## config.mk

```make
export PLATFORM = sky130hd
export DESIGN_NAME = game_actor_mover
export DESIGN_NICKNAME = d
export VERILOG_FILES = /design/src/rtl/game_actor_mover.sv
export SDC_FILE = /design/constraint.sdc
export NUM_CORES = 1
export LEC_CHECK = 0
export CORE_UTILIZATION = 58
export CTS_BUF_LIST = sky130_fd_sc_hd__clkbuf_4 sky130_fd_sc_hd__clkbuf_8
export DETAILED_ROUTE_END_ITERATION = 10
export GPL_TIMING_DRIVEN = 0
export PLACE_DENSITY = 0.95
export SLEW_MARGIN = 20
export SYNTH_ARGS = -nofsm -noshare
export SYNTH_HDL_FRONTEND = slang
export SYNTH_SLANG_ARGS = --single-unit
```

## constraint.sdc

```tcl
create_clock -name clk60 -period 10.6 [get_ports clk60]
set_clock_uncertainty 0.1 [all_clocks]
set_input_delay 1.59 -clock clk60 [delete_from_list [all_inputs] [get_ports clk60]]
set_output_delay 1.59 -clock clk60 [all_outputs]
set_load 0.02 [all_outputs]
```

## src/rtl/game_actor_mover.sv

```systemverilog
// Per-frame movement engine for one maze actor: position, heading, turn queue and animation.
// Define GAME_ACTOR_TUNNEL_EN to wrap x at the maze edges instead of saturating.
module game_actor_mover #(
  parameter int          TILE_SHIFT    = 3,
  parameter int          Y_TILE_OFFSET = 3,
  parameter int          START_X       = 119,
  parameter int          START_Y       = 227,
  parameter logic [1:0]  START_DIR     = 2'b00,
  parameter int          SPEED_W       = 8,
  parameter int          BLOCK_GH      = 1,
  parameter int          ANIM_DIV      = 2,
  parameter int          MAZE_W_PX     = 224
) (
  input  logic                 clk60,
  input  logic                 reset,
  input  logic                 enable,
  input  logic                 freeze,
  input  logic [SPEED_W:0]     speed,
  input  logic                 req_valid,
  input  logic [1:0]           req_dir,
  input  logic [3:0][1:0]      tile_info,
  output logic [8:0]           xloc,
  output logic [8:0]           yloc,
  output logic [1:0]           dir,
  output logic [5:0]           curr_xtile,
  output logic [5:0]           curr_ytile,
  output logic                 moving,
  output logic                 tile_centre,
  output logic [1:0]           anim_cycle
);

  localparam logic [1:0] DIR_R = 2'b00;
  localparam logic [1:0] DIR_U = 2'b01;
  localparam logic [1:0] DIR_D = 2'b10;
  localparam logic [1:0] DIR_L = 2'b11;

  localparam int                    CTR    = (1 << (TILE_SHIFT - 1)) - 1;
  localparam logic [TILE_SHIFT-1:0] CTR_L  = CTR[TILE_SHIFT-1:0];
  localparam logic [SPEED_W+1:0]    ONE_PX = (SPEED_W + 2)'(1) << SPEED_W;
  localparam logic [8:0]            X_MAX  = 9'(MAZE_W_PX - 1);
  localparam int                    SUB_W  = $clog2(ANIM_DIV + 1);

  logic [SPEED_W-1:0] acc;
  logic [SPEED_W+1:0] spd_clamped, sum, sum_rem;
  logic               step, active, centre, centre_n, moved, consume;
  logic [1:0]         queue, dir_n;
  logic               q_valid;
  logic [8:0]         x_n, y_n;
  logic [SUB_W-1:0]   sub_cnt, sub_inc;

  function automatic logic blocked(input logic [1:0] cls);
    return (cls == 2'b00) || ((BLOCK_GH != 0) && (cls == 2'b11));
  endfunction

  assign active      = enable & ~freeze & ~reset;
  assign spd_clamped = ({1'b0, speed} > ONE_PX) ? ONE_PX : {1'b0, speed};
  assign sum         = {2'b00, acc} + spd_clamped;
  assign step        = (sum >= ONE_PX);
  assign sum_rem     = step ? (sum - ONE_PX) : sum;
  assign centre      = (xloc[TILE_SHIFT-1:0] == CTR_L) && (yloc[TILE_SHIFT-1:0] == CTR_L);
  assign centre_n    = (x_n[TILE_SHIFT-1:0] == CTR_L) && (y_n[TILE_SHIFT-1:0] == CTR_L);
  assign sub_inc     = sub_cnt + SUB_W'(1);

  assign curr_xtile = 6'(xloc >> TILE_SHIFT);
  assign curr_ytile = 6'((yloc >> TILE_SHIFT) - 9'(Y_TILE_OFFSET));

  // Turn decision uses the queue as it stood before this edge.
  always_comb begin
    dir_n   = dir;
    consume = 1'b0;
    if (active && q_valid) begin
      if (queue == ~dir) begin
        dir_n   = queue;
        consume = 1'b1;
      end else if (centre && !blocked(tile_info[queue])) begin
        dir_n   = queue;
        consume = 1'b1;
      end
    end
  end

  always_comb begin
    x_n   = xloc;
    y_n   = yloc;
    moved = 1'b0;
    if (active && step && !(centre && blocked(tile_info[dir_n]))) begin
      case (dir_n)
        DIR_R: begin
          if (xloc == X_MAX) begin
`ifdef GAME_ACTOR_TUNNEL_EN
            x_n   = 9'd0;
            moved = 1'b1;
`endif
          end else begin
            x_n   = xloc + 9'd1;
            moved = 1'b1;
          end
        end
        DIR_L: begin
          if (xloc == 9'd0) begin
`ifdef GAME_ACTOR_TUNNEL_EN
            x_n   = X_MAX;
            moved = 1'b1;
`endif
          end else begin
            x_n   = xloc - 9'd1;
            moved = 1'b1;
          end
        end
        DIR_U: begin
          y_n   = yloc - 9'd1;
          moved = 1'b1;
        end
        default: begin
          y_n   = yloc + 9'd1;
          moved = 1'b1;
        end
      endcase
    end
  end

  always_ff @(posedge clk60) begin
    if (reset) begin
      xloc        <= 9'(START_X);
      yloc        <= 9'(START_Y);
      dir         <= START_DIR;
      queue       <= 2'b00;
      q_valid     <= 1'b0;
      acc         <= '0;
      moving      <= 1'b0;
      tile_centre <= 1'b0;
      anim_cycle  <= 2'd1;
      sub_cnt     <= '0;
    end else begin
      // A fresh request overrides the consumption of the old one.
      if (req_valid) begin
        queue   <= req_dir;
        q_valid <= 1'b1;
      end else if (consume) begin
        q_valid <= 1'b0;
      end

      if (active) begin
        dir         <= dir_n;
        xloc        <= x_n;
        yloc        <= y_n;
        acc         <= SPEED_W'(sum_rem);
        moving      <= moved;
        tile_centre <= moved & centre_n;
        if (moved) begin
          if (sub_inc == SUB_W'(ANIM_DIV)) begin
            sub_cnt    <= '0;
            anim_cycle <= anim_cycle + 2'd1;
          end else begin
            sub_cnt <= sub_inc;
          end
        end else if (anim_cycle == 2'd0) begin
          anim_cycle <= 2'd1;
        end
      end else begin
        moving      <= 1'b0;
        tile_centre <= 1'b0;
      end
    end
  end

endmodule

```

==> impl_results.md <==
- Status: finished clean
- Critical path endpoint category: flop
- Hold Crit Endpoint: sub_cnt[1]
- H-tree depth: 2
- VDD IR max: 0.0581 mV
- Worst setup startpoint: tile_info[3]
- Num rows: 25
- Cell Area, Synth: 0.00299 mm^2
- Initial core utilization: 61.6%
- Critical path required time: 10.74 ns
- Setup TNS: 0 ns
- Core area: 0.00485 mm^2
- Share of cells above drive strength 1: 6.24%
- Clock power share: 37.4%
- Met1 wire length: 3250 um
- Sw Share: 26.6%
- Worst Hold Depth: 2
- Multi-input gate area: 0.00205 mm^2
- Final Max Tran Viols: 0
- Power Internal: 0.223 mW
- Gate Count Post-Synth: 383
- Total Power: 0.303 mW
- Routed WL: 7750 um
- Nets@finish: 497
- CTS Buf Count: 5
- Setup Fix Bufs, Post-CTS: 0
- Total number of vias: 3134
- Flop pwr share: 47.4%
- Top post-synthesis cells by area: dfxtp_1 25%, ha_1 9.6%, nor2_1 5.5%, xor2_1 4.1%, mux2i_1 4.0%
- Worst setup SP type: input port
- Post-synth EDFFs: 0
- Initial antenna violation count: 0
- I/O Pins: 60
- Cts hold-fix bufs: 0
- First-pass GRT wire length: 12400 um
- Grt ovf: 0
- Fmax: 184 MHz
- Post-DP HPWL: 5620 um
- Yosys reg bits: 37
- Synth area leader: dfxtp_1
- Netlist cell types: 57
- Worst min-delay path category: flop to flop
- Antenna Cells: 0
- Final period util: 51.4%
- Max-slew headroom: 25.1%
- Tightest Pin Transition: 1.11 ns
- Tmin final: 5.45 ns
- Met3 WL post-DR: 473 um
- Kind of critical path: input port to flop
- Area share of the largest cell type after synthesis: 24.8%
- Final Setup Violations: 0
- DRT antenna net count: 0
- Via/cell ratio: 6.07
- DR top layer: met4
- Core Util, Final: 77.4%
- Mapped Nets: 432
- CTS tree: done
- DRT iter0 DRCs: 285
- Area growth, synth to finish: 25.6%
- Root Driver: clkbuf_8
- Unrepaired setup endpoints after global routing: false
- Hold path startpoint: sub_cnt[1]
- Comb power frac: 15.3%
- Primary flip-flop cell chosen by synthesis mapping: dfxtp_1
- Register area: 741 um^2
- Post-placement cell area: 0.00365 mm^2
- Most common cell in the netlist: nor2_1
- Post-synthesis sequential area ratio: 24.8%
- Die ar.: 0.00544 mm^2
- Final Cell Area: 0.00375 mm^2
- Routed wl met2: 3760 um
- Clk_lat worst skew: 0.30 ns
- Final Hold Fails: 0
- Drt drc: 0
- Worst R2R Path Depth: 18
- Clock Sinks: 37
- Final GP Congestion: 0.904
- Largest net degree at the start of global routing: 12
- PwrDens: 80.8 mW/mm^2
- Routed WL per cell: 15.0 um
- Die height: 73.8 um
- Vias in the first global route: 2832
- Clk pin slew, worst setup/hold paths: 0.08 ns
- R2r setup slk: 6.07 ns
- Leakage: 1.57 nW
- FF-to-FF End: yloc[8]
- Deepest clock path buffer count: 2
- # Max-Cap Violations: 0
- Ys async rst share: 0%
- Crit Reg-Reg Startpoint: xloc[2]
- Synth Warn #: 0
- Final worst-path setup slack: 5.15 ns
- Fill count: 344
- Place WS: 4.90 ns
- Commonest cells in the netlist: 44 x nor2_1, 37 x dfxtp_1, 30 x nand2_1
- GRT Util Overall: 29.7%
- Worst path arrival time: 5.59 ns
- Die Wd: 73.8 um
- Syn_area_per_cell: 7.80 um^2
- Detailed Routing Iterations Pass 1: 5
- Critical path peak fanout: 9
- Post-CTS Resized: 0
- Total net switching power: 0.0806 mW
- Buffers added on ports: 58
## per-stage QoR
stage,instances,hold WS [ns]
after global routing,516,0.352
after floorplan,383,0.312
final,516,0.366
after global placement,508,0.321
after detailed placement,508,0.327
after CTS,516,0.343
## final cells by class
cell class	count	share of cell area [%]
tap	67	2.23
multi-input combinational	303	54.7
clock inverter	1	0.133
inverter	20	2.00
sequential	37	19.7
clock buffer	7	2.57
timing repair buffer	58	15.5
buffer	23	3.20
## how the worst max path moves through the flow
stage | to | slack [ns] | depth (start not counted)
CTS | yloc[8] | 5.19 | 16
finish | yloc[8] | 5.15 | 16
global placement | yloc[8] | 5.03 | 16
global route | yloc[8] | 4.87 | 16
detailed placement | yloc[8] | 4.90 | 16
floorplan | yloc[8] | 5.67 | 16
## state kept, by name (all words and copies together) (netlist names), 2 cells and up
register / cells
acc: 8
anim_cycle: 2
dir: 2
queue: 2
sub_cnt: 2
xloc: 9
yloc: 9
## critical path: stages
cell and delay [ns]:
clkdlybuf4s50_1 0.48, xor2_1 0.40, nor3_1 0.11, a221o_1 0.32, nor2_1 0.21, inv_1 0.11
ha_1 0.39, fa_1 0.48, a21o_1 0.17, a21oi_1 0.24, o21bai_1 0.09, a21oi_1 0.24
o21ai_0 0.17, xnor2_1 0.15, or3_1 0.32, a21oi_1 0.12
## power by group through the flow
stage / Combinational (mW) / Clock [mW] / Sequential (mW)
after detailed placement: 0.0449 / 0 / 0.147
after CTS: 0.0456 / 0.114 / 0.143
final: 0.0463 / 0.113 / 0.144
after global routing: 0.0504 / 0.121 / 0.144
after global placement: 0.0430 / 0 / 0.147
after floorplan: 0.0272 / 0 / 0.147
## metal layers
metal	GRT usage, %	vias up
met5	0	-
met4	14.3	0
met3	5.90	29
met2	52.5	155
met1	33.9	1459
li1	-	1491
## kinds of logic after synthesis
logic type / synth area share [%]
compound gates: 20.7
mux: 4.78
flops: 24.8
xor+xnor: 7.62
simple gates: 24.6
fa+ha+maj: 11.0
buf+inv: 6.53
## cell usage in the layout, fill, tap and decap left out, drive strengths merged, types with 7 or more instances in the layout
cell type	Yosys	layout
a211oi	7	7
a21oi	22	22
buf	11	11
clkbuf	12	19
clkdlybuf4s50	0	58
dfxtp	37	37
ha	23	23
inv	19	19
mux2i	12	12
nand2	30	30
nand3	17	17
nor2	44	44
nor2b	11	11
nor3	11	11
o21ai	21	21
xnor2	12	12
xor2	14	14
No activity file was read; power rests on OpenSTA's default activity.
